### config.mk
export PLATFORM = sky130hd
export DESIGN_NAME = exe_mem_skid_reg
export DESIGN_NICKNAME = d
export VERILOG_FILES = /design/src/rtl/exe_mem_skid_reg.sv
export SDC_FILE = /design/constraint.sdc
export NUM_CORES = 1
export LEC_CHECK = 0
export CAP_MARGIN = 20
export CORE_UTILIZATION = 52
export DETAILED_ROUTE_END_ITERATION = 6
export MAX_ROUTING_LAYER = met4
export PLACE_DENSITY = 0.81
export SLEW_MARGIN = 20
export SYNTH_ARGS = -nofsm -noshare
export SYNTH_HDL_FRONTEND = slang
export SYNTH_SLANG_ARGS = --single-unit
### constraint.sdc
create_clock -name clk -period 2.9 [get_ports clk]
set_clock_uncertainty 0.1 [all_clocks]
set_input_delay 0.435 -clock clk [delete_from_list [all_inputs] [get_ports clk]]
set_output_delay 0.435 -clock clk [all_outputs]
set_load 0.05 [all_outputs]
### src/rtl/exe_mem_skid_reg.sv
// exe_mem_skid_reg: EXE->MEM pipeline register with two-entry skid buffer, valid/ready handshake and flush
module exe_mem_skid_reg #(
    parameter int DATA_W = 32,
    parameter int DEST_W = 4
) (
    input  logic              clk,
    input  logic              rst,
    input  logic              flush,
    input  logic              in_valid,
    output logic              in_ready,
    input  logic              wb_en_in,
    input  logic              mem_r_en_in,
    input  logic              mem_w_en_in,
    input  logic [DATA_W-1:0] alu_result_in,
    input  logic [DATA_W-1:0] val_rm_in,
    input  logic [DEST_W-1:0] dest_in,
    output logic              out_valid,
    input  logic              out_ready,
    output logic              wb_en,
    output logic              mem_r_en,
    output logic              mem_w_en,
    output logic [DATA_W-1:0] alu_result,
    output logic [DATA_W-1:0] val_rm,
    output logic [DEST_W-1:0] dest,
    output logic [1:0]        occupancy
);
    typedef enum logic [1:0] {EMPTY = 2'd0, ONE = 2'd1, TWO = 2'd2} state_t;
    typedef struct packed {
        logic              wb;
        logic              mr;
        logic              mw;
        logic [DATA_W-1:0] alu;
        logic [DATA_W-1:0] val;
        logic [DEST_W-1:0] dest;
    } entry_t;
    state_t r_state, w_next;
    entry_t r_main, r_skid, w_in_ent;
    logic   w_in_fire, w_out_fire, w_ld_main, w_ld_skid, w_pop;
    assign w_in_ent   = '{wb: wb_en_in, mr: mem_r_en_in, mw: mem_w_en_in,
                          alu: alu_result_in, val: val_rm_in, dest: dest_in};
    assign in_ready   = r_state != TWO;
    assign out_valid  = r_state != EMPTY;
    assign occupancy  = r_state;
    assign w_in_fire  = in_valid & in_ready;
    assign w_out_fire = out_valid & out_ready;
    assign wb_en      = r_main.wb & out_valid;
    assign mem_r_en   = r_main.mr & out_valid;
    assign mem_w_en   = r_main.mw & out_valid;
    assign alu_result = r_main.alu;
    assign val_rm     = r_main.val;
    assign dest       = r_main.dest;
    always_comb begin
        w_next    = r_state;
        w_ld_main = 1'b0;
        w_ld_skid = 1'b0;
        w_pop     = 1'b0;
        if (flush) begin
            w_next = EMPTY;
        end else begin
            case (r_state)
                EMPTY: begin
                    w_ld_main = w_in_fire;
                    w_next    = w_in_fire ? ONE : EMPTY;
                end
                ONE: begin
                    w_ld_main = w_in_fire & w_out_fire;
                    w_ld_skid = w_in_fire & ~w_out_fire;
                    w_next    = w_ld_skid ? TWO : (w_out_fire & ~w_in_fire) ? EMPTY : ONE;
                end
                TWO: begin
                    w_pop  = w_out_fire;
                    w_next = w_out_fire ? ONE : TWO;
                end
                default: w_next = EMPTY;
            endcase
        end
    end
    always_ff @(posedge clk) begin
        if (rst) begin
            r_state <= EMPTY;
            r_main  <= '0;
            r_skid  <= '0;
        end else begin
            r_state <= w_next;
            if (w_ld_main) r_main <= w_in_ent;
            else if (w_pop) r_main <= r_skid;
            if (w_ld_skid) r_skid <= w_in_ent;
        end
    end
endmodule
# After elaboration in Yosys (flattened, before gate mapping)
# Index checks and enable logic that the tools add are counted.
[op_classes]
n_eq_ne = 3
n_mux = 13
n_bitwise = 10
reduce_logical = 4
[ops]
columns = ["operator", "count"]
rows = [
  ["2-to-1 mux 71 bit", 2],
  ["bitwise AND 1 bit", 8],
  ["2-to-1 mux 1 bit", 7],
  ["one-hot mux 2 bit (3 select lines)", 1],
  ["2-to-1 mux 2 bit", 2],
  ["nonzero test 2 bit", 2],
  ["equality test 2 x 1 -> 1 bit, second input constant", 1],
  ["equality test 2 bit, second input constant", 1],
  ["logical NOT 2 bit", 1],
  ["!= test 2 bit, second input constant", 1],
  ["NOT 1 bit", 2],
  ["one-hot mux 1 bit (2 select lines)", 1],
  ["OR reduction 2 bit", 1],
]
[word_totals]
ff_bits = 144
inputBits = 76
output_inout_bits = 75
elab_cells = 43

# Logic depth before layout (Yosys ltp)
[depth]
ltp_word = 7
ltp_mapped = 11
depth_no_buf = 7

# Worst setup path after synthesis
# OpenSTA, ideal clock, no wires.
[synth_path]
kind = "reg-to-reg"
start = "register r_state[1] (netlist: occupancy[1])"
end = "register r_main, in the netlist alu_result[0]"
setup_ns = 0.096
arrival_time_ns = 2.701
required_ns = 2.704
slack_ns = 0.004
stages_incl_launch_ff = 9
path_buffers = 2
cell_sequence = "dfxtp_1 buf_2 nand2b_1 and2_1 ha_1 mux2i_1 clkbuf_1 nor3_1 o41ai_2"
[synth_between]
elab_chain_cells = 6
elab_cells_between_ends = 14
[synth_lines]
columns = ["item", "line_no", "rtl"]
rows = [
  ["start: declaration", "36", "state_t r_state, w_next;"],
  ["start signal: assignment", "84", "r_state <= w_next;"],
  ["!= test 2 bit (*)", "41", "assign in_ready = r_state != TWO;"],
  ["via in_ready", "10", "output logic in_ready,"],
  ["bitwise AND 1 bit (*)", "44", "assign w_in_fire = in_valid & in_ready;"],
  ["bitwise AND 1 bit", "66", "w_ld_main = w_in_fire & w_out_fire;"],
  ["one-hot mux 1 bit (2 select lines) (*)", "60", "case (r_state)"],
  ["2-to-1 mux 1 bit (*)", "57", "if (flush) begin"],
  ["2-to-1 mux 71 bit / nonzero test 2 bit (equally long branches)", "n/a", ""],
  ["end signal: assignment", "85", "if (w_ld_main) r_main <= w_in_ent;"],
  ["end signal: assignment", "86", "else if (w_pop) r_main <= r_skid;"],
  ["end: declaration", "37", "entry_t r_main, r_skid, w_in_ent;"],
]
# The timed path passes the listed nets; every way through them passes the cells marked *.
# A chain may end at the register's enable or synchronous reset.

# Worst setup path in the final report
[layout_path]
start = "register r_state[1] (netlist: occupancy[1])"
end = "register r_main, in the netlist val_rm[25]"
[layout_between]
elab_chain_cells = 6
elab_cells_between_ends = 14
[layout_lines]
columns = ["item", "line_no"]
rows = [
  ["!= test 2 bit / nonzero test 2 bit (equally long branches)", "41, 42"],
  ["bitwise AND 1 bit, on equally long branches", "44, 45"],
  ["bitwise AND 1 bit", "66"],
  ["one-hot mux 1 bit (2 select lines)", "60"],
  ["2-to-1 mux 1 bit", "57"],
  ["2-to-1 mux 71 bit / nonzero test 2 bit (equally long branches)", "n/a"],
]
# Parallel ways exist; a longest one is shown, timed or not.

==> qor.yml <==
outcome:
  status: "finished clean"
cells_and_area:
  fin_nets: 937
  area_growth_pct: 22.41
  num_antenna_cells: 0
  fillCellCount: 1098
  final_util: 0.6539
  drive_gt1_frac: 0.1498
power:
  power_frac_clock: 0.413
  p_sw_w: 0.001265
  irDropWorstVdd_v: 0.0004043
  powerDensity_mw_per_mm2: 522.3
  p_total_w: 0.004740
  internal_power_w: 0.003475
  seq_power_share: 0.432
  switching_share: 0.2669
  p_leak_nw: 3.152
  p_comb_frac: 0.155
synthesis:
  yosysSeqAreaShare: 0.3888
  ys_ff_latch: 144
  syn_area_per_cell_um2: 8.848
  synthXorXnorAreaFrac: 0
  synth_top_family_by_area: "compound AO/OA/AOI/OAI gates"
  synth-simple-area-share: 0.1333
  synth.cell_area_mm2: 0.007415
  synthAdderAreaFrac: 0.003375
  synth_compound_area_frac: 0.3378
  yosysWarnings: 0
  synthMuxAreaShare: 0.004725
  synth.net_count: 916
  syn_inst: 838
  ys_types: 27
detailed_routing:
  dr.pass1.iters: 7
  num_vias: 6721
  vias_per_cell: 6.413
  drtIter0Drc: 816
  wl_per_cell_um: 19.83
  drc: 0
  wl_um: 20780
  ant_nets: 0
timing:
  setup_tns_ns: 0
  setup_slack_ns: 0.4621
  slew_headroom: 0.4139
  max_freq_mhz: 410.2
  finalSetupViolations: 0
  slew_viol_final: 0
  grt_setup_unrepaired: "no"
  hold_violations: 0
  whs_ns: 0.3365
  tightestPinTransition_ns: 0.8792
  period_needed_ns: 2.438
  period_share: 0.8407
floorplan:
  core_area_mm2: 0.01388
  die_w_um: 121.4
  die_h_um: 121.4
  initial_utilization: 0.5342
  io_pins: 151
  dieArea_mm2: 0.01474
  rows: 43
clock_tree:
  cts_resized: 0
  htreeDepth: 4
  cts_root_buf: "clkbuf_16"
  post_cts_buffers: 0
  numCtsBuffers: 17
  cts_tree: "built"
  clk_pin_slew_ns: 0.05
  cts_max_path_buffers: 2
  cts_hold_buf: 0
  clk_latency_ns: 0.42
  cts_sinks: 144
critical_path:
  startpoint: "occupancy[1]"
  arrival_ns: 2.66
  critPathSlowestCell: "buf_4"
  r2r_start: "occupancy[1]"
  end_kind: "flop"
  cpPeakStageDelay_ns: 0.67
  path_max_fanout: 71
  path_class: "flop to flop"
  crit_chain: "nor2_1 > nor2b_1 > ha_1 > nand4bb_4 > buf_4 > o2111ai_1 > o41ai_2"
  cp-start-kind: "flop"
  worstPathRequired_ns: 3.12
hold_path:
  holdCritStartpoint: "rst"
  hold_class: "primary input to flop"
placement:
  place_ws_ns: 0.1187
  dp_hpwl_um: 11570
  gp_congestion: 0.7756
  portBuffers: 150
grt:
  grt_use_total: 0.2923
  overflow: 0
  grt_max_degree: 98
  grt_pass1_wl_um: 33000
  grt_pass1_vias: 6528
  antenna_found_initial: 0
run:
  maxCapViolCount: 0
[power by group through the flow]
stage	clock (W)	sequential, W	combinational (W)
after global placement	0	0.00209	0.000717
after floorplan	0	0.00208	0.000472
final	0.00196	0.00205	0.000733
after global routing	0.00207	0.00205	0.000771
after CTS	0.00197	0.00205	0.000728
after detailed placement	0	0.00209	0.000724
[flip-flops by register name, indices dropped and copies added (netlist names)]
register    flops
r_skid         71
alu_result     32
val_rm         32
dest            4
r_main          3
occupancy       2
[worst paths after layout]
check	cells after the start	slack [ns]	to
worst max-delay path	7	0.46	val_rm[25]
worst min-delay path	2	0.34	r_skid[37]
worst max register to register	7	0.46	val_rm[25]
worst min register to register	2	0.35	r_skid[9]
[synthesized netlist by cell type, drive strengths merged]
library cell  instances  area, um^2
dfxtp               144        2883
a21oi               142       710.7
nand2               142       533.0
clkbuf               90       337.8
buf                  80       625.6
nor3                 73       365.4
o2111ai              71       621.9
o41ai                71        1147
inv                   4       15.01
nor2b                 4       25.02
ha                    2       25.02
mux2i                 2       23.77
nand2b                2       12.51
nand4bb               2       22.52
nor2                  2       7.510
o22a                  2       17.52
and2                  1       6.260
mux2                  1       11.26
nor4bb                1       10.01
o21a                  1       7.510
or2                   1       6.260
[cell type report]
type | count | area, um^2 | area share
Clock buffer | 28 | 516.7 | 0.05693
Inverter | 4 | 15.01 | 0.001654
Multi-Input combinational cell | 520 | 3637 | 0.4007
Sequential cell | 144 | 2887 | 0.3180
Tap cell | 180 | 225.2 | 0.02481
Timing Repair Buffer | 172 | 1795 | 0.1978
[cell families after synthesis]
group,Yosys count
AO/OA/AOI/OAI,287
multiplexers,3
buffers and inverters,174
adder cells (fa/ha/maj),2
flip-flops,144
AND/OR/NAND/NOR,228
[critical path: cells and delay by family (launching register included)]
family                     cells  cell delay (ns)
buffers and inverters          1             0.67
and+or+nand+nor                3             0.49
AOI/OAI and AO/OA              2             0.40
DFF                            1             0.37
adders and majority gates      1             0.29
[layer usage]
metal / track usage / share of wire / vias to the layer above
met5: - / 0 / -
met4: 0.1682 / 0.031 / 0
met3: 0.05357 / 0.063 / 61
met2: 0.4574 / 0.49 / 304
met1: 0.3525 / 0.42 / 3276
li1: - / - / 3080
[placed cells by master, fill, tap and decap left out, types with 2 or more instances in the layout]
| cell type | n |
|---|---|
| o2111ai_1 | 71 |
| clkbuf_8 | 5 |
| clkbuf_1 | 6 |
| a21oi_1 | 142 |
| nand2b_1 | 2 |
| nand2_1 | 142 |
| ha_1 | 2 |
| inv_1 | 3 |
| mux2i_4 | 2 |
| buf_4 | 15 |
| clkdlybuf4s50_1 | 145 |
| dfxtp_1 | 143 |
| nor2b_1 | 4 |
| o41ai_2 | 70 |
| buf_12 | 11 |
| nand4bb_4 | 2 |
| o22a_1 | 2 |
| nor3_1 | 73 |
| clkbuf_16 | 17 |
[metrics by stage]
step | area [um^2] | instances
final | 9076 | 1048
after global routing | 9076 | 1048
after CTS | 9076 | 1048
after detailed placement | 8559 | 1020
after global placement | 8559 | 1020
after floorplan | 7415 | 838
(Power assumes the default switching activity.)
